===== src/rtl/pc_unit.sv =====
// Program counter with a fetch-request FSM: issues PC as a fetch address,
// advances by STEP on each accepted handshake, and supports jump/flush and lock.
module pc_unit #(
    parameter int ADDR_W     = 32,
    parameter int STEP       = 4,
    parameter int RESET_ADDR = 0
) (
    input  logic              clk,
    input  logic              n_rst,
    input  logic              i_pc_set_enable,
    input  logic              i_pc_address_enable,
    input  logic              i_pc_lock,
    input  logic [ADDR_W-1:0] i_set_addr,
    input  logic              i_mem_ready,
    output logic [ADDR_W-1:0] o_address,
    output logic              o_address_valid,
    output logic [ADDR_W-1:0] o_pc,
    output logic              o_locked,
    output logic [15:0]       o_fetch_count
);

    typedef enum logic [1:0] {
        IDLE   = 2'd0,
        REQ    = 2'd1,
        LOCKED = 2'd2
    } state_t;

    localparam logic [ADDR_W-1:0] STEP_V  = ADDR_W'(STEP);
    localparam logic [ADDR_W-1:0] RESET_V = ADDR_W'(RESET_ADDR);

    state_t            state_reg;
    logic [ADDR_W-1:0] pc_reg;
    logic [15:0]       count_reg;

    always_ff @(posedge clk) begin
        if (!n_rst) begin
            state_reg <= IDLE;
            pc_reg    <= RESET_V;
            count_reg <= 16'd0;
        end else begin
            case (state_reg)
                REQ: begin
                    if (i_mem_ready) begin
                        // An accepted address always counts, whatever else is asserted.
                        count_reg <= count_reg + 16'd1;
                        pc_reg    <= i_pc_set_enable ? i_set_addr : pc_reg + STEP_V;
                        if (i_pc_lock)
                            state_reg <= LOCKED;
                        else if (i_pc_set_enable || !i_pc_address_enable)
                            state_reg <= IDLE;
                        else
                            state_reg <= REQ;
                    end else if (i_pc_lock) begin
                        state_reg <= LOCKED;
                    end else if (i_pc_set_enable) begin
                        pc_reg    <= i_set_addr;
                        state_reg <= IDLE;
                    end
                    // Otherwise the pending request holds, even if enable drops.
                end
                IDLE: begin
                    if (i_pc_lock)
                        state_reg <= LOCKED;
                    else if (i_pc_set_enable)
                        pc_reg <= i_set_addr;
                    else if (i_pc_address_enable)
                        state_reg <= REQ;
                end
                LOCKED: begin
                    if (!i_pc_lock)
                        state_reg <= IDLE;
                end
                default: state_reg <= IDLE;
            endcase
        end
    end

    assign o_address       = pc_reg;
    assign o_pc            = pc_reg;
    assign o_address_valid = (state_reg == REQ);
    assign o_locked        = (state_reg == LOCKED);
    assign o_fetch_count   = count_reg;

endmodule


===== config.mk =====
export PLATFORM = sky130hd
export DESIGN_NAME = pc_unit
export DESIGN_NICKNAME = d
export VERILOG_FILES = /design/src/rtl/pc_unit.sv
export SDC_FILE = /design/constraint.sdc
export NUM_CORES = 1
export LEC_CHECK = 0
export BUFFER_PORTS_ARGS = -buffer_cell sky130_fd_sc_hd__buf_2
export CORE_MARGIN = 3
export CORE_UTILIZATION = 56
export CTS_BUF_LIST = sky130_fd_sc_hd__clkbuf_4
export DETAILED_ROUTE_END_ITERATION = 8
export PLACE_DENSITY = 0.89
export SETUP_SLACK_MARGIN = 0.5
export SLEW_MARGIN = 25
export SYNTH_ARGS = -nofsm -noshare
export SYNTH_HDL_FRONTEND = slang
export SYNTH_SLANG_ARGS = --single-unit
export TNS_END_PERCENT = 10

===== constraint.sdc =====
create_clock -name clk -period 3.9 [get_ports clk]
set_input_delay 0.195 -clock clk [delete_from_list [all_inputs] [get_ports clk]]
set_output_delay 0.195 -clock clk [all_outputs]
set_load 0.02 [all_outputs]

==> key figures <==
Status
  • Outcome: finished clean

Routing
  • Via count: 3682
  • Post-DR vias/cell: 6.45
  • Residual DRC: 0
  • Post-route ant nets: 0
  • Initial drt markers: 462
  • TritonRoute pass-1 iters: 5
  • Routed wire per std cell: 17.8 µm
  • Aggregate routed wire length: 10.2 mm

Flow run
  • Max Cap Viol: 0

Timing
  • # setup viols final: 0
  • Fin. max-slew vios: 0
  • Crit path time final: 2.39 ns
  • Fmax: 0.418 GHz
  • Slew @ Worst Pin: 0.950 ns
  • Hold Fails Final Rpt: 0
  • Final TNS setup: 0 ns
  • Final Cycle Share: 61.4%
  • Clock skew: 0.0133 ns
  • Hold slack: 0.0351 ns
  • RSZ-0062 raised after global routing: no
  • Max_slew headroom: 36.6%

Clock network
  • Htree depth: 2
  • Max Buffers Root-to-Sink: 2
  • Worst skew pair latency: 0.38 ns
  • CTS tree: done
  • Post-CTS setup buffers: 0
  • CTS sink cnt: 50
  • CTS root buf: clkbuf_4
  • Num CTS Buffers: 5
  • Hold-fix buffers at CTS: 0
  • CTS clk-pin slew, worst paths: 0.15 ns
  • Post-CTS Resized: 0

Global routing
  • Pin count of the biggest net entering global routing: 39
  • Initial antenna violation count: 0
  • GRT Total Usage: 27.1%
  • Vias in the first global route: 3198
  • First-pass GRT wire length: 15.7 mm
  • GR Overflow Total: 0

Cells and area
  • Most common library cell in the layout ignoring fill and taps: buf_2
  • Antenna Cells: 0
  • Final layout net count: 538
  • Max reg flops: 32
  • P&R area growth vs syn: 12.3%
  • Most frequent cells in the layout: buf_2, dfxtp_1, nor2_1, nand2_1, a21oi_1
  • Fraction of layout cells with a size suffix above 1: 28.9%

Worst setup path
  • CP Launch Type: flop
  • Critical-path maximum fanout: 14
  • Critical path class: flop to flop
  • CP endpoint kind: flop
  • CP required: 4.21 ns
  • Worst EP arrival: 2.70 ns

Die
  • Row count: 27
  • Die ar.: 6970 µm²
  • Starting density of the core: 59.6%
  • # IOs: 120
  • Core box area: 5640 µm²
  • Chip width: 83.5 µm
  • Die Span Y: 83.5 µm

Place
  • Port bufs: 119
  • Gpl congestion: 0.941
  • Post-DP HPWL: 7.26 mm

Power
  • P_leak: 1.76 nW
  • Pwr Density: 288 nW/µm²
  • Max VDD drop: 167 µV

Logic synthesis
  • Mapped Nets: 465
  • Cell taking the most area after synthesis: dfxtp_1
  • Post-synth design cell area: 3360 µm²
  • Register area share after synthesis: 29.8%
  • Commonest register cell after synthesis: dfxtp_1
  • #FFs+latches synth: 50
  • Post-synthesis cell type count: 74
  • Top cells by area, synth: dfxtp_1, buf_4, nor2_1
  • Post-synth EDFFs: 0
  • Post-synth ARST share: 0%
  • Post-Synthesis Cells: 425
  • Ys Warns: 0
  • Syn Area/Cell: 7.91 µm²
  • Post-synth top area share: 29.8%

Min path
  • HP Class: primary input to flop
==> worst paths after layout <==
path                                  start                    endpoint  slack [ns]  cells past startpoint
hold reg to reg   o_address[0]$_SDFFE_PN0P_   o_address[0]$_SDFFE_PN0P_        0.49                      2
setup / recovery  state_reg[1]$_SDFFE_PN0P_  o_address[16]$_SDFFE_PN0P_        1.51                      5
hold / removal                i_set_addr[0]   o_address[0]$_SDFFE_PN0P_        0.04                      3
setup reg to reg  state_reg[1]$_SDFFE_PN0P_  o_address[16]$_SDFFE_PN0P_        1.51                      5
==> area by class of cell <==
| class | instances | area (µm²) |
|---|---|---|
| multi-input cells | 313 | 1990 |
| clock buffers | 5 | 37.5 |
| repair buffers | 120 | 603 |
| clock inverters | 3 | 20.0 |
| well taps | 72 | 90.1 |
| flip-flops and latches | 50 | 1000 |
| fillers | 487 | 1870 |
| inverters | 8 | 30.0 |
==> critical path: stages (launching register included) <==
cell,delay (ns)
dfxtp_1,0.68
o21a_1,0.50
o21ai_4,0.16
nor2_1,0.61
a222oi_1,0.24
nor2_1,0.14
==> cells in the mapped netlist (4+ instances only) <==
| cell type | count |
|---|---|
| a31oi_1 | 8 |
| and2_1 | 4 |
| o21ai_0 | 10 |
| buf_2 | 8 |
| nand3_1 | 20 |
| o221a_1 | 6 |
| nor2b_1 | 7 |
| nor3_1 | 6 |
| o21ai_1 | 5 |
| xnor2_1 | 5 |
| nand4_1 | 15 |
| o21a_1 | 5 |
| and3_1 | 8 |
| a22oi_1 | 7 |
| clkbuf_1 | 12 |
| xor2_1 | 12 |
| o22ai_1 | 5 |
| inv_1 | 7 |
| mux2i_1 | 7 |
| a211oi_1 | 4 |
| a21oi_1 | 30 |
| buf_4 | 32 |
| o221ai_1 | 4 |
| dfxtp_1 | 50 |
| nand2_1 | 38 |
| nand2b_1 | 6 |
| o211ai_1 | 4 |
| nor2_1 | 41 |
==> per-stage QoR <==
stage | area [µm²] | std cells | utilization (%) | power (mW) | setup WS, ns
detailed placement | 3710 | 563 | 65.8 | 0.843 | 1.53
global placement | 3710 | 563 | 65.8 | 0.835 | 1.64
floorplan | 3360 | 425 | - | 0.774 | 1.91
global route | 3770 | 571 | 66.9 | 1.14 | 1.38
CTS | 3770 | 571 | 66.8 | 1.08 | 1.51
finish | 3770 | 571 | 66.9 | 1.09 | 1.51
==> where the power goes <==
group,total (mW),switching (mW),internal [mW]
logic,0.261,0.165,0.0953
registers,0.578,0.0433,0.534
clock network,0.248,0.178,0.0709
==> routing by layer <==
| layer | wire, µm | GRT usage (%) |
|---|---|---|
| met1 | 4040 | 36.5 |
| met2 | 4700 | 43.7 |
| met3 | 1210 | 4.74 |
| met4 | 238 | 9.36 |
| met5 | 0 | 0 |
==> cell families after synthesis <==
logic type / after synthesis / synth area share, %
multiplexers: 9 / 2.76
flip-flops: 50 / 29.8
AO/OA/AOI/OAI: 120 / 25.5
buffers and inverters: 62 / 11.0
AND/OR/NAND/NOR: 165 / 25.8
adder cells (fa/ha/maj): 2 / 0.744
XOR/XNOR: 17 / 4.43
No activity file was read; power rests on OpenSTA's default activity.
